## src/rtl/pll_reset_sequencer_if.sv

```systemverilog
// Lock/status bundle between the PLL reset sequencer and its surroundings.
// The master side is the sequencer; the slave side is the PLL/CSR environment.
interface pll_reset_sequencer_if;
   logic       pll_lock;
   logic       pll_rst;
   logic       sys_reset;
   logic       locked;
   logic [7:0] loss_count;
   logic [7:0] timeout_count;

   modport master (
      input  pll_lock,
      output pll_rst, sys_reset, locked, loss_count, timeout_count
   );

   modport slave (
      output pll_lock,
      input  pll_rst, sys_reset, locked, loss_count, timeout_count
   );
endinterface

```

## src/rtl/pll_reset_sequencer.sv

```systemverilog
// Pulses the PLL reset, waits for a stable synchronized lock, then releases the
// core reset; restarts the PLL on lock loss or lock timeout and counts both events.
module pll_reset_sequencer #(
   parameter int unsigned PLL_RST_CYCLES     = 8,
   parameter int unsigned LOCK_STABLE_CYCLES = 1024,
   parameter int unsigned LOCK_TIMEOUT       = 65536,
   parameter int unsigned RESET_HOLD_CYCLES  = 16
) (
   input  logic                  clock,
   input  logic                  reset,
   pll_reset_sequencer_if.master bus
);

   localparam int unsigned MAX_A   = (PLL_RST_CYCLES > LOCK_STABLE_CYCLES) ? PLL_RST_CYCLES : LOCK_STABLE_CYCLES;
   localparam int unsigned CNT_MAX = (MAX_A > RESET_HOLD_CYCLES) ? MAX_A : RESET_HOLD_CYCLES;
   localparam int unsigned CW      = (CNT_MAX > 1) ? $clog2(CNT_MAX) : 1;
   localparam int unsigned TW      = (LOCK_TIMEOUT > 1) ? $clog2(LOCK_TIMEOUT) : 1;

   localparam logic [CW-1:0] RST_LAST    = CW'(PLL_RST_CYCLES - 1);
   localparam logic [CW-1:0] STABLE_LAST = CW'(LOCK_STABLE_CYCLES - 1);
   localparam logic [CW-1:0] HOLD_LAST   = CW'(RESET_HOLD_CYCLES - 1);
   localparam logic [TW-1:0] TMO_LAST    = TW'(LOCK_TIMEOUT - 1);

   typedef enum logic [1:0] {
      PLL_RESET = 2'd0,
      WAIT_LOCK = 2'd1,
      HOLD      = 2'd2,
      RUN       = 2'd3
   } state_t;

   state_t        state_r;
   logic [CW-1:0] cnt;
   logic [TW-1:0] tcnt;
   logic          lock_meta_r;
   logic          lock_s;
   logic          pll_rst_r;
   logic          sys_reset_r;
   logic          locked_r;
   logic [7:0]    loss_count_r;
   logic [7:0]    timeout_count_r;

   function automatic logic [7:0] sat_inc(input logic [7:0] v);
      sat_inc = (v == 8'hFF) ? v : v + 8'd1;
   endfunction

   // Two-flop synchronizer for the asynchronous PLL lock.
   always_ff @(posedge clock or posedge reset) begin
      if (reset) begin
         lock_meta_r <= 1'b0;
         lock_s      <= 1'b0;
      end else begin
         lock_meta_r <= bus.pll_lock;
         lock_s      <= lock_meta_r;
      end
   end

   // Sequencer FSM; outputs are registered alongside the state so they move on the same edge.
   always_ff @(posedge clock or posedge reset) begin
      if (reset) begin
         state_r         <= PLL_RESET;
         cnt             <= '0;
         tcnt            <= '0;
         pll_rst_r       <= 1'b1;
         sys_reset_r     <= 1'b1;
         locked_r        <= 1'b0;
         loss_count_r    <= 8'd0;
         timeout_count_r <= 8'd0;
      end else begin
         case (state_r)
            PLL_RESET: begin
               if (cnt == RST_LAST) begin
                  state_r   <= WAIT_LOCK;
                  cnt       <= '0;
                  tcnt      <= '0;
                  pll_rst_r <= 1'b0;
               end else begin
                  cnt <= cnt + CW'(1);
               end
            end
            WAIT_LOCK: begin
               tcnt <= tcnt + TW'(1);
               // Stable lock beats a coincident timeout.
               if (lock_s && (cnt == STABLE_LAST)) begin
                  state_r <= HOLD;
                  cnt     <= '0;
               end else if (tcnt == TMO_LAST) begin
                  state_r         <= PLL_RESET;
                  cnt             <= '0;
                  pll_rst_r       <= 1'b1;
                  timeout_count_r <= sat_inc(timeout_count_r);
               end else if (lock_s) begin
                  cnt <= cnt + CW'(1);
               end else begin
                  cnt <= '0;
               end
            end
            HOLD: begin
               if (!lock_s) begin
                  state_r      <= PLL_RESET;
                  cnt          <= '0;
                  pll_rst_r    <= 1'b1;
                  loss_count_r <= sat_inc(loss_count_r);
               end else if (cnt == HOLD_LAST) begin
                  state_r     <= RUN;
                  cnt         <= '0;
                  sys_reset_r <= 1'b0;
                  locked_r    <= 1'b1;
               end else begin
                  cnt <= cnt + CW'(1);
               end
            end
            RUN: begin
               if (!lock_s) begin
                  state_r      <= PLL_RESET;
                  cnt          <= '0;
                  pll_rst_r    <= 1'b1;
                  sys_reset_r  <= 1'b1;
                  locked_r     <= 1'b0;
                  loss_count_r <= sat_inc(loss_count_r);
               end else begin
                  state_r <= RUN;
               end
            end
            default: begin
               state_r     <= PLL_RESET;
               cnt         <= '0;
               tcnt        <= '0;
               pll_rst_r   <= 1'b1;
               sys_reset_r <= 1'b1;
               locked_r    <= 1'b0;
            end
         endcase
      end
   end

   assign bus.pll_rst       = pll_rst_r;
   assign bus.sys_reset     = sys_reset_r;
   assign bus.locked        = locked_r;
   assign bus.loss_count    = loss_count_r;
   assign bus.timeout_count = timeout_count_r;

endmodule
```

## src/flat_wrapper.sv

```systemverilog
// flat-port wrapper written by rule: the top's interface ports become plain ports
module pll_reset_sequencer_flat 
#(
   parameter int unsigned PLL_RST_CYCLES     = 8,
   parameter int unsigned LOCK_STABLE_CYCLES = 1024,
   parameter int unsigned LOCK_TIMEOUT       = 65536,
   parameter int unsigned RESET_HOLD_CYCLES  = 16
)
  (clock, reset, bus_pll_lock, bus_pll_rst, bus_sys_reset, bus_locked, bus_loss_count, bus_timeout_count);
  pll_reset_sequencer_if bus_i ();
  input  logic clock;
  input  logic reset;
  input wire logic [$bits(bus_i.pll_lock)-1:0] bus_pll_lock;
  output wire logic [$bits(bus_i.pll_rst)-1:0] bus_pll_rst;
  output wire logic [$bits(bus_i.sys_reset)-1:0] bus_sys_reset;
  output wire logic [$bits(bus_i.locked)-1:0] bus_locked;
  output wire logic [$bits(bus_i.loss_count)-1:0] bus_loss_count;
  output wire logic [$bits(bus_i.timeout_count)-1:0] bus_timeout_count;
  assign bus_i.pll_lock = bus_pll_lock;
  assign bus_pll_rst = bus_i.pll_rst;
  assign bus_sys_reset = bus_i.sys_reset;
  assign bus_locked = bus_i.locked;
  assign bus_loss_count = bus_i.loss_count;
  assign bus_timeout_count = bus_i.timeout_count;
  pll_reset_sequencer #(.PLL_RST_CYCLES(PLL_RST_CYCLES), .LOCK_STABLE_CYCLES(LOCK_STABLE_CYCLES), .LOCK_TIMEOUT(LOCK_TIMEOUT), .RESET_HOLD_CYCLES(RESET_HOLD_CYCLES)) u_core (.clock(clock), .reset(reset), .bus(bus_i));
endmodule
```

## config.mk

```make
export PLATFORM = sky130hd
export DESIGN_NAME = pll_reset_sequencer_flat
export DESIGN_NICKNAME = d
export VERILOG_FILES = /design/src/rtl/pll_reset_sequencer_if.sv /design/src/rtl/pll_reset_sequencer.sv /design/src/flat_wrapper.sv
export SDC_FILE = /design/constraint.sdc
export NUM_CORES = 1
export LEC_CHECK = 0
export BUFFER_PORTS_ARGS = -buffer_cell sky130_fd_sc_hd__buf_4
export CELL_PAD_IN_SITES_DETAIL_PLACEMENT = 1
export CELL_PAD_IN_SITES_GLOBAL_PLACEMENT = 1
export CORE_MARGIN = 1
export CORE_UTILIZATION = 49
export CTS_BUF_LIST = sky130_fd_sc_hd__clkbuf_8 sky130_fd_sc_hd__clkbuf_16
export CTS_CLUSTER_SIZE = 12
export DETAILED_ROUTE_END_ITERATION = 10
export HOLD_SLACK_MARGIN = 0.12
export PLACE_DENSITY = 0.83
export SYNTH_ARGS = -nofsm -noshare
export SYNTH_HDL_FRONTEND = slang
export SYNTH_SLANG_ARGS = --single-unit
```

## constraint.sdc

```tcl
create_clock -name clock -period 6.8 [get_ports clock]
set_input_delay 1.36 -clock clock [delete_from_list [all_inputs] [get_ports clock]]
set_output_delay 1.36 -clock clock [all_outputs]
set_load 0.005 [all_outputs]
```

==> results of run 1 <==
path summary, 6_finish.rpt:
| check | from | end | slack, ns | cells after the start |
|---|---|---|---|---|
| hold / removal | u_core.lock_meta_r | u_core.lock_s | 0.36 | 0 |
| min in group asynchronous | reset | u_core.bus.timeout_count[5] | 1.29 | 2 |
| max in group asynchronous | reset | u_core.cnt[3] | 4.88 | 2 |
| setup / recovery | u_core.cnt[9] | u_core.tcnt[15] | 4.15 | 5 |
| setup reg to reg | u_core.cnt[9] | u_core.tcnt[15] | 4.15 | 5 |
| hold reg to reg | u_core.lock_meta_r | u_core.lock_s | 0.36 | 0 |
synth_stat cells (all sizes together) (2+ instances only):
cell	instances	area (sq um)
mux2	4	45.04
a22o	3	26.28
nand4	12	75.07
clkbuf	10	37.54
nor2	16	60.06
o31ai	2	15.01
and4	4	35.03
o21a	5	37.54
nor3	8	40.04
inv	8	30.03
nand3	16	80.08
o22ai	6	37.54
dfrtp	47	1176
o211ai	4	30.03
ha	4	50.05
nor2b	3	18.77
xor2	2	17.52
nand2	24	90.09
or4	3	26.27
nand2b	2	12.51
or2	3	18.77
o21ai	7	35.03
nor4	10	62.56
and3	7	43.79
xnor2	20	175.2
dfstp	2	52.55
and2	3	18.77
a21oi	7	35.03
or3	2	12.51
layout make-up:
| class | instances | share of cell area [%] |
|---|---|---|
| inverters | 8 | 1.070 |
| repair buffers | 23 | 6.155 |
| clock inverters | 3 | 0.6244 |
| flip-flops and latches | 49 | 43.80 |
| well taps | 67 | 2.988 |
| multi-input cells | 189 | 42.91 |
| clock buffers | 5 | 2.453 |
flip-flops by register name, indices dropped and copies added (netlist names):
register	count
u_core.bus.timeout_count	8
u_core.cnt	10
u_core.lock_meta_r	1
u_core.bus.locked	1
u_core.lock_s	1
u_core.bus.pll_rst	1
u_core.tcnt	16
u_core.bus.sys_reset	1
u_core.bus.loss_count	8
u_core.state_r	2
per-layer routing:
layer / wire [um] / vias up
li1: - / 976
met5: 0 / -
met3: 95 / 7
met4: 68 / 0
met2: 2785 / 13
met1: 2643 / 986
logic make-up (layout without fill, tap and decap cells):
family	Yosys count	in the layout	share of synthesized area (%)
and+or+nand+nor	119	119	25.89
DFF	49	49	49.08
AOI/OAI and AO/OA	39	39	10.30
xor gates and xnor gates	22	22	7.696
buffers and inverters	19	39	2.849
muxes	5	5	2.199
adders and majority gates	4	4	1.999
power groups by stage:
stage	logic, W	clock network [W]	registers, W
3_5_place_dp	0.0000265	0	0.000315
3_3_place_gp	0.0000269	0	0.000314
4_1_cts	0.0000268	0.000178	0.000309
5_1_grt	0.0000318	0.000188	0.000311
2_1_floorplan	0.0000209	0	0.000312
6_report	0.0000260	0.000171	0.000309
critical path, stage by stage, from the launching register on:
cell	delay [ns]
dfrtp_1	0.44
or4_4	0.59
o31a_1	0.44
or3_1	0.45
or4_1	0.52
a21oi_1	0.15
metrics by stage:
stage	hold WS [ns]	util, %
after detailed placement	0.3448	56.44
after CTS	0.3647	58.23
final	0.3599	58.23
after global routing	0.3670	58.23
after floorplan	0.3312	-
after global placement	0.3318	56.44
==> flow_metrics.env, run 1 <==
export IMPL_run_status="completed"
export IMPL_htree_num_levels=2
export IMPL_grt_use_met3_pct=4.527
export IMPL_groute_usage_overall_pct=23.02
export IMPL_synth_async_sr_flop_share_pct=100.0
export IMPL_worst_ir_drop_vdd_v=0.0001008
export IMPL_final_min_period_over_clock_period_pct=38.96
export IMPL_fraction_of_final_layout_cells_sized_beyond_drive_strength_1_pct=15.16
export IMPL_clock_fmax_mhz=377.4
export IMPL_post_layout_total_power_w=0.0005066
export IMPL_rsz0062_at_grt="no"
export IMPL_tritoncts="yes"
export IMPL_grt_max_degree=50
export IMPL_pwr_density_cell_nw_per_um2=180.6
export IMPL_gr_usage_met2_pct=37.92
export IMPL_seqPwrFrac_pct=61.1
export IMPL_timing_max_slew_rel_slack_pct=32.26
export IMPL_power_leakage_nw=1.246
export IMPL_numCtsBuffers=5
export IMPL_placement_setup_worst_slack_ns=4.179
export IMPL_setup_tns_final_ns=0
export IMPL_grt_most_used_layer="met2"
export IMPL_highest_count_cells_in_the_layout_ignoring_fill_and_taps="47 x dfrtp_1, 24 x nand2_1, 23 x buf_4"
export IMPL_fin_skew_ns=0.01121
export IMPL_netlist_area_pre_place_sq_um=2504
export IMPL_groute_layer_met1_usage_pct=30.54
export IMPL_netSwitchingPower_w=0.0001258
export IMPL_core_sq_um=4817
export IMPL_cp_data_required_time_ns=7.04
export IMPL_clkSinkCount=49
export IMPL_yosys_register_bits=49
export IMPL_fin_cells=344
export IMPL_initial_utilization_pct=51.97
export IMPL_cts_root_buffer_cell="clkbuf_8"
export IMPL_remaining_number_of_nets_flagged_by_the_antenna_check_after_routing=0
export IMPL_postCtsHoldBufs=0
export IMPL_switching_share_pct=24.84
export IMPL_number_of_antenna_violations_at_the_first_check_in_global_routing=0
export IMPL_layout_area_seq_sq_um=1229
export IMPL_synth_main_ff_cell="dfrtp_1"
export IMPL_detailed_place_hpwl_um=3979
export IMPL_clk_latency_ns=0.31
export IMPL_cp_end_kind="flip-flop"
export IMPL_p_comb_share_pct=5.1
export IMPL_routed_wire_length_per_instance_um=16.26
export IMPL_worstPathMaxFanout=12
export IMPL_timing_final_setup_violations=0
export IMPL_slew_violations=0
export IMPL_launching_element_type_of_the_critical_path="flip-flop"
export IMPL_cts_repair_timing_setup_buffer_count=0
export IMPL_clock_transition_at_path_regs_ns=0.09
export IMPL_postLayoutCellArea_sq_um=2805
export IMPL_post_syn_nets=264
export IMPL_report_final_hold_viol_count=0
export IMPL_p_clk_share_pct=33.8
export IMPL_yosys_warnings=0
export IMPL_fillerInstances=570
export IMPL_post_route_worst_setup_slack_ns=4.151
export IMPL_fp_dieW_um=73.48
export IMPL_power_report_internal_total_w=0.0003807
export IMPL_grt_pass1_wl_um=9473
export IMPL_worst_slew_pin_transition_ns=1.015
export IMPL_drt_initial_drc_count=56
export IMPL_chipHeight_um=73.48
export IMPL_gp_congestion=0.8195
export IMPL_number_of_detailed_routing_iterations_run_before_antenna_repair=4
export IMPL_cts_root_to_sink_buffers=2
export IMPL_synth_avg_cell_area_sq_um=9.742
export IMPL_placedInstanceArea_sq_um=2719
export IMPL_ys_seq_area_share_pct=49.08
export IMPL_dr_total_vias=1982
export IMPL_drc=0
export IMPL_first_global_vias=1964
export IMPL_ios=22
export IMPL_number_of_enable_flip_flop_cells_after_synthesis=0
export IMPL_layout_area_overhead_vs_synth_pct=12.04
export IMPL_place_port_buffers=21
export IMPL_timing_worst_setup_path_type="flip-flop to flip-flop"
export IMPL_cts_repair_resize_count=0
export IMPL_cap_viol_max_count=0
export IMPL_place_inst=336
export IMPL_yosys_cell_types_count=43
export IMPL_layout_nets=283
export IMPL_multiInputGateArea_sq_um=1204
export IMPL_min_delay_path_class="flip-flop to flip-flop"
export IMPL_mostFrequentLayoutCell="dfrtp_1"
export IMPL_drt_wl_total_um=5592
export IMPL_syn_instance_count=257
export IMPL_min_cycle_time_layout_ns=2.649
export IMPL_dieArea_sq_um=5399
export IMPL_insertedDiodeCount=0
export IMPL_cp_arrival_ns=2.88
export IMPL_globalRouteOverflowTotal=0
export IMPL_avgViaCountPerCell=5.762
export IMPL_rows=25
(Power assumes the default switching activity.)
==> run 2, diff against run 1 <==
--- a/config.mk
+++ b/config.mk
@@ -9,12 +9,12 @@
 export CELL_PAD_IN_SITES_DETAIL_PLACEMENT = 1
 export CELL_PAD_IN_SITES_GLOBAL_PLACEMENT = 1
 export CORE_MARGIN = 1
-export CORE_UTILIZATION = 49
+export CORE_UTILIZATION = 46
 export CTS_BUF_LIST = sky130_fd_sc_hd__clkbuf_8 sky130_fd_sc_hd__clkbuf_16
 export CTS_CLUSTER_SIZE = 12
 export DETAILED_ROUTE_END_ITERATION = 10
 export HOLD_SLACK_MARGIN = 0.12
-export PLACE_DENSITY = 0.83
+export PLACE_DENSITY = 0.79
 export SYNTH_ARGS = -nofsm -noshare
 export SYNTH_HDL_FRONTEND = slang
 export SYNTH_SLANG_ARGS = --single-unit
==> constraint.sdc (replaced) <==
create_clock -name clock -period 2.61 [get_ports clock]
set_input_delay 0.522 -clock clock [delete_from_list [all_inputs] [get_ports clock]]
set_output_delay 0.522 -clock clock [all_outputs]
set_load 0.005 [all_outputs]
==> run 2 against run 1 <==
Net effect:
- fmax grew 4.8%
- first-iteration DRC count grew 50%
- combinational power grew to 2.7 times the previous value
- sequential share of layout area shrank 1.5 points
- cell area grew 3.5%
- clock-buffer cell count grew 2
- core utilization shrank 2.1 points
- sequential power grew to 2.6 times the previous value
- global-route usage grew 1.8 points
- cell count grew 3.8%
- worst setup slack lost 4.1 ns
- routed wire length grew 8.0%
- critical path type unchanged
- largest cell class unchanged
- largest power group unchanged
==> flow_metrics.env, run 2 (synthesis gave the netlist of run 1 again) <==
export IMPL_run_status="completed"
export IMPL_rows=26
export IMPL_fillerInstances=584
export IMPL_min_delay_path_class="input pin to flip-flop"
export IMPL_power_leakage_nw=1.313
export IMPL_cp_arrival_ns=2.76
export IMPL_clock_transition_at_path_regs_ns=0.09
export IMPL_chipHeight_um=75.78
export IMPL_tritoncts="yes"
export IMPL_reg_top3="u_core.tcnt (16), u_core.cnt (10)"
export IMPL_layout_area_overhead_vs_synth_pct=15.99
export IMPL_timing_critical_path_slowest_stage_cell="or4_4"
export IMPL_power_report_internal_total_w=0.001049
export IMPL_number_of_antenna_violations_at_the_first_check_in_global_routing=0
export IMPL_layout_nets=293
export IMPL_dr_total_vias=2047
export IMPL_netSwitchingPower_w=0.0003265
export IMPL_drt_wl_total_um=6040
export IMPL_grt_pass1_wl_um=10620
export IMPL_setup_tns_final_ns=0
export IMPL_fin_skew_ns=0.005154
export IMPL_final_min_period_over_clock_period_pct=96.84
export IMPL_ios=22
export IMPL_rsz0062_at_grt="no"
export IMPL_max_stage_delay_ns=0.56
export IMPL_number_of_detailed_routing_iterations_run_before_antenna_repair=4
export IMPL_slew_violations=0
export IMPL_placedInstanceArea_sq_um=2798
export IMPL_cp_end_kind="flip-flop"
export IMPL_pwr_density_cell_nw_per_um2=473.6
export IMPL_core_sq_um=5172
export IMPL_switching_share_pct=23.74
export IMPL_clock_fmax_mhz=395.6
export IMPL_drt_initial_drc_count=84
export IMPL_fraction_of_final_layout_cells_sized_beyond_drive_strength_1_pct=18.47
export IMPL_p_comb_share_pct=5.2
export IMPL_dieArea_sq_um=5742
export IMPL_fp_dieW_um=75.78
export IMPL_first_global_vias=2208
export IMPL_remaining_number_of_nets_flagged_by_the_antenna_check_after_routing=0
export IMPL_min_cycle_time_layout_ns=2.528
export IMPL_gp_congestion=0.8028
export IMPL_detailed_place_hpwl_um=4332
export IMPL_worst_ir_drop_vdd_v=0.0002757
export IMPL_timing_worst_setup_path_type="flip-flop to flip-flop"
export IMPL_routed_wire_length_per_instance_um=16.92
export IMPL_worst_slew_pin_transition_ns=0.6081
export IMPL_place_port_buffers=21
export IMPL_cts_repair_timing_setup_buffer_count=0
export IMPL_htree_num_levels=2
export IMPL_cts_repair_resize_count=0
export IMPL_p_clk_share_pct=36.3
export IMPL_initial_utilization_pct=48.40
export IMPL_clkSinkCount=49
export IMPL_mostFrequentLayoutCell="dfrtp_1"
export IMPL_insertedDiodeCount=0
export IMPL_launching_element_type_of_the_critical_path="flip-flop"
export IMPL_cp_data_required_time_ns=2.85
export IMPL_registers_top_by_ff_count="u_core.tcnt"
export IMPL_worstPathMaxFanout=6
export IMPL_timing_final_setup_violations=0
export IMPL_grt_max_degree=50
export IMPL_report_final_hold_viol_count=0
export IMPL_cts_root_to_sink_buffers=2
export IMPL_globalRouteOverflowTotal=0
export IMPL_cts_root_buffer_cell="clkbuf_8"
export IMPL_cap_viol_max_count=0
export IMPL_highest_count_cells_in_the_layout_ignoring_fill_and_taps="47 x dfrtp_1, 33 x buf_4, 24 x nand2_1"
export IMPL_largest_register_ffs=16
export IMPL_numCtsBuffers=5
export IMPL_seqPwrFrac_pct=58.5
export IMPL_hold_ws_ns=0.3111
export IMPL_postLayoutCellArea_sq_um=2904
export IMPL_groute_usage_overall_pct=24.87
export IMPL_avgViaCountPerCell=5.734
export IMPL_clk_latency_ns=0.31
export IMPL_critical_path_cell_by_cell="or4_4 > o31a_1 > or3_4 > or4_1 > a21oi_1"
export IMPL_postCtsHoldBufs=0
export IMPL_drc=0
export IMPL_timing_max_slew_rel_slack_pct=59.46
[run 2: worst max-delay path, delay by kind of cell (launching register included)]
kind / cells / cell delay, ns
DFF: 1 / 0.44
and+or+nand+nor: 3 / 1.48
AOI/OAI and AO/OA: 2 / 0.53
[run 2: power by group through the flow]
stage	sequential (W)	combinational (W)	clock, W
floorplan	0.000812	0.0000544	0
global placement	0.000817	0.0000717	0
detailed placement	0.000819	0.0000748	0
CTS	0.000805	0.0000745	0.000512
global route	0.000810	0.0000859	0.000537
finish	0.000805	0.0000711	0.000500
[run 2: per-layer routing]
layer	global-route usage [%]	vias up	part of all wire, %
met2	43.56	17	52
met1	30.47	1029	44
met4	9.053	0	2.0
li1	-	993	-
met3	4.630	8	2.1
met5	0	-	0
[run 2: per-stage QoR]
stage	setup slack [ns]	util, %	total power, W	cells
after floorplan	0.2611	-	0.0008660	257
after global placement	0.1785	54.09	0.0008891	349
after detailed placement	0.07699	54.09	0.0008941	349
after CTS	0.06862	56.05	0.001391	357
after global routing	0.01957	56.14	0.001433	357
final	0.08240	56.14	0.001375	357
[run 2: area by class of cell]
| type | instances | area [sq um] | share of cell area (%) |
|---|---|---|---|
| multi-input combinational | 189 | 1209 | 41.62 |
| clock inverter | 1 | 5.005 | 0.1723 |
| clock buffer | 7 | 96.34 | 3.318 |
| inverter | 8 | 30.03 | 1.034 |
| timing repair buffer | 33 | 247.7 | 8.531 |
| tap | 70 | 87.58 | 3.016 |
| sequential | 49 | 1229 | 42.31 |
[run 2: worst paths after layout]
path / startpoint / endpoint / slack (ns) / cells past startpoint
setup / recovery: u_core.cnt[7] / u_core.tcnt[15] / 0.08 / 5
hold / removal: bus_pll_lock / u_core.lock_meta_r / 0.31 / 1
setup reg to reg: u_core.cnt[7] / u_core.tcnt[15] / 0.08 / 5
hold reg to reg: u_core.lock_meta_r / u_core.lock_s / 0.36 / 0
max in group asynchronous: reset / u_core.tcnt[5] / 1.83 / 3
min in group asynchronous: reset / u_core.bus.timeout_count[4] / 0.37 / 3
==> run 3, diff against run 2 <==
--- a/config.mk
+++ b/config.mk
@@ -5,14 +5,15 @@
 export SDC_FILE = /design/constraint.sdc
 export NUM_CORES = 1
 export LEC_CHECK = 0
-export BUFFER_PORTS_ARGS = -buffer_cell sky130_fd_sc_hd__buf_4
+export ABC_AREA = 1
 export CELL_PAD_IN_SITES_DETAIL_PLACEMENT = 1
 export CELL_PAD_IN_SITES_GLOBAL_PLACEMENT = 1
 export CORE_MARGIN = 1
-export CORE_UTILIZATION = 46
+export CORE_UTILIZATION = 47
 export CTS_BUF_LIST = sky130_fd_sc_hd__clkbuf_8 sky130_fd_sc_hd__clkbuf_16
 export CTS_CLUSTER_SIZE = 12
 export DETAILED_ROUTE_END_ITERATION = 10
+export DONT_BUFFER_PORTS = 1
 export HOLD_SLACK_MARGIN = 0.12
 export PLACE_DENSITY = 0.79
 export SYNTH_ARGS = -nofsm -noshare
==> run 3 against run 2 <==
Net effect:
- synthesized cell count is 46% higher
- critical endpoint is now u_core.bus.timeout_count[0]
- global-route usage is 1.1 points lower
- cell count is 27% higher
- clock skew hardly changed
- register-to-register slack better by 0.59 ns
- clock power is 2% lower
==> flow_metrics.env, run 3 <==
export IMPL_run_status="completed"
export IMPL_min_cycle_time_layout_ns=1.936
export IMPL_timing_critical_path_slowest_stage_cell="dfrtp_1"
export IMPL_route_layer_met1_wl_um=3147
export IMPL_postCtsHoldBufs=1
export IMPL_slew_violations=0
export IMPL_p_clk_share_pct=37.8
export IMPL_pwr_density_cell_nw_per_um2=425.0
export IMPL_ios=22
export IMPL_met3_wirelength_um=195
export IMPL_yosys_cell_count_top_type="nand2_1"
export IMPL_clk_latency_ns=0.31
export IMPL_synth_cells_most_frequent="122 x nand2_1, 47 x dfrtp_1, 37 x inv_1"
export IMPL_ys_seq_area_share_pct=43.45
export IMPL_fp_dieW_um=79.57
export IMPL_remaining_number_of_nets_flagged_by_the_antenna_check_after_routing=0
export IMPL_post_syn_nets=381
export IMPL_highest_count_cells_in_the_layout_ignoring_fill_and_taps="122 x nand2_1, 47 x dfrtp_1, 36 x inv_1, 36 x nand3_1, 34 x nor2_1"
export IMPL_switching_share_pct=23.46
export IMPL_r2r_start="u_core.cnt[0]"
export IMPL_critical_path_most_common_cell="nand2_1"
export IMPL_synth_async_sr_flop_share_pct=100.0
export IMPL_cts_repair_resize_count=0
export IMPL_maxUsedRoutingLayer="met4"
export IMPL_grt_max_degree=19
export IMPL_tritoncts="yes"
export IMPL_gp_congestion=0.8031
export IMPL_yosys_register_bits=49
export IMPL_post_route_util_pct=53.80
export IMPL_report_final_hold_viol_count=0
export IMPL_worst_ir_drop_vdd_v=0.0002238
export IMPL_first_global_vias=2570
export IMPL_detailed_place_hpwl_um=5029
export IMPL_number_of_antenna_violations_at_the_first_check_in_global_routing=0
export IMPL_cp_arrival_ns=2.14
export IMPL_numCtsBuffers=5
export IMPL_timing_max_slew_rel_slack_pct=46.60
export IMPL_globalRouteOverflowTotal=0
export IMPL_dr_total_vias=2464
export IMPL_fillerInstances=721
export IMPL_registers_top_by_ff_count="u_core.tcnt"
export IMPL_hold_path_startpoint="bus_pll_lock"
export IMPL_drt_initial_drc_count=78
export IMPL_drt_wl_total_um=6661
export IMPL_place_inst=446
export IMPL_setup_tns_final_ns=0
export IMPL_ys_top_cells_by_area="dfrtp_1 42%, nand2_1 16%, nand3_1 6.4%"
export IMPL_cts_root_to_sink_buffers=2
export IMPL_post_layout_total_power_w=0.001290
export IMPL_insertedDiodeCount=0
export IMPL_hold_ws_ns=0.2316
export IMPL_number_of_enable_flip_flop_cells_after_synthesis=0
export IMPL_power_leakage_nw=1.512
export IMPL_seqPwrFrac_pct=59.7
export IMPL_clock_transition_at_path_regs_ns=0.09
export IMPL_rsz0062_at_grt="no"
export IMPL_fin_cells=455
export IMPL_groute_usage_overall_pct=23.79
export IMPL_worstSetupStartpoint="u_core.cnt[0]"
export IMPL_yosys_warnings=0
export IMPL_netlist_area_pre_place_sq_um=2828
export IMPL_met2RoutedLength_um=3251
export IMPL_cts_repair_timing_setup_buffer_count=0
export IMPL_grt_pass1_wl_um=11760
export IMPL_worstPathMaxFanout=9
export IMPL_largest_register_ffs=16
export IMPL_number_of_detailed_routing_iterations_run_before_antenna_repair=4
export IMPL_layout_nets=389
export IMPL_launching_element_type_of_the_critical_path="flip-flop"
export IMPL_cp_end_kind="flip-flop"
export IMPL_dieArea_sq_um=6331
export IMPL_worst_slew_pin_transition_ns=0.7980
export IMPL_netSwitchingPower_w=0.0003026
export IMPL_htree_num_levels=2
export IMPL_timing_worst_setup_path_type="flip-flop to flip-flop"
export IMPL_synth_main_ff_cell="dfrtp_1"
export IMPL_cp_data_required_time_ns=2.82
export IMPL_fin_skew_ns=0.005056
export IMPL_synth_avg_cell_area_sq_um=7.561
export IMPL_timing_final_setup_violations=0
export IMPL_yosys_area_top_type_share_pct=41.59
export IMPL_reg_top3="u_core.tcnt (16), u_core.cnt (10)"
export IMPL_clock_fmax_mhz=516.4
export IMPL_place_port_buffers=0
export IMPL_cts_root_buffer_cell="clkbuf_8"
export IMPL_initial_utilization_pct=50.12
export IMPL_syn_instance_count=374
export IMPL_p_comb_share_pct=2.4
export IMPL_rows=27
export IMPL_drc=0
export IMPL_chipHeight_um=79.57
export IMPL_mostFrequentLayoutCell="nand2_1"
export IMPL_final_min_period_over_clock_period_pct=74.19
export IMPL_cap_viol_max_count=0
export IMPL_fraction_of_final_layout_cells_sized_beyond_drive_strength_1_pct=8.094
export IMPL_avgViaCountPerCell=5.415
export IMPL_clkSinkCount=49
export IMPL_layout_area_overhead_vs_synth_pct=7.345
export IMPL_critical_path_cell_by_cell="ha_1 > nand2_1 > nor2_4 > nand3_1 > inv_2 > nor3_4 > nand2_4 > nand2_1 > nand2_1"
export IMPL_routed_wire_length_per_instance_um=14.64
export IMPL_core_sq_um=5642
export IMPL_max_stage_delay_ns=0.44
export IMPL_min_delay_path_class="input pin to flip-flop"
export IMPL_synth_top_area_cell="dfrtp_1"
export IMPL_yosys_cell_types_count=28
export IMPL_power_report_internal_total_w=0.0009873
run 3: cell types whose count changed in the layout (fill, tap and decap cells not counted), sizes merged, moves of 6 or more:
cell | before | now
xnor2 | 20 | 8
o21ai | 7 | 20
nor4 | 10 | 1
xor2 | 2 | 17
nand3 | 16 | 39
inv | 8 | 41
and3 | 7 | 0
nor2 | 16 | 36
buf | 33 | 4
nand2 | 24 | 124
a21oi | 7 | 0
o22ai | 6 | 0
run 3: cell families after synthesis:
family	after synthesis	synth area share, %
simple gates	229	36.81
flops	49	43.45
buf+inv	45	6.106
xor+xnor	25	7.743
compound gates	22	4.115
fa+ha+maj	4	1.770
run 3: final cells by class:
class,instances,area [sq um],share of cell area (%)
multi-input cells,280,1426,46.99
flip-flops and latches,49,1229,40.48
inverters,41,153.9,5.070
well taps,72,90.09,2.968
clock buffers,6,82.58,2.721
repair buffers,5,40.04,1.319
clock inverters,2,13.76,0.4534
run 3: metrics by stage:
step	area (sq um)	setup WS [ns]
global placement	2929	0.7285
CTS	3035	0.6615
global route	3035	0.4955
finish	3035	0.6737
detailed placement	2929	0.6791
floorplan	2828	0.9185
run 3: final timing paths:
check / endpoint / slack, ns / cells after the start
max: u_core.bus.timeout_count[0] / 0.67 / 9
min: u_core.lock_meta_r / 0.23 / 0
max reg2reg: u_core.bus.timeout_count[0] / 0.67 / 9
min reg2reg: u_core.lock_s / 0.37 / 0
max in group asynchronous: u_core.tcnt[11] / 1.40 / 3
min in group asynchronous: u_core.bus.loss_count[5] / 0.65 / 2
run 3: layer usage:
metal / vias up / global-route usage (%)
met1: 1208 / 30.94
met2: 35 / 38.89
met5: - / 0
li1: 1216 / -
met3: 5 / 5.371
met4: 0 / 7.818
run 3: worst max-delay path, delay by kind of cell (launching register included):
family / cells / cell delay, ns
AND/OR/NAND/NOR: 7 / 1.07
flip-flops: 1 / 0.44
adder cells (fa/ha/maj): 1 / 0.24
buffers and inverters: 1 / 0.07
run 3: power groups by stage:
stage	Combinational [W]	Clock [W]	Sequential, W
after global routing	0.0000378	0.000533	0.000772
after floorplan	0.0000208	0	0.000784
after CTS	0.0000334	0.000498	0.000771
after global placement	0.0000302	0	0.000785
final	0.0000315	0.000488	0.000771
after detailed placement	0.0000323	0	0.000785
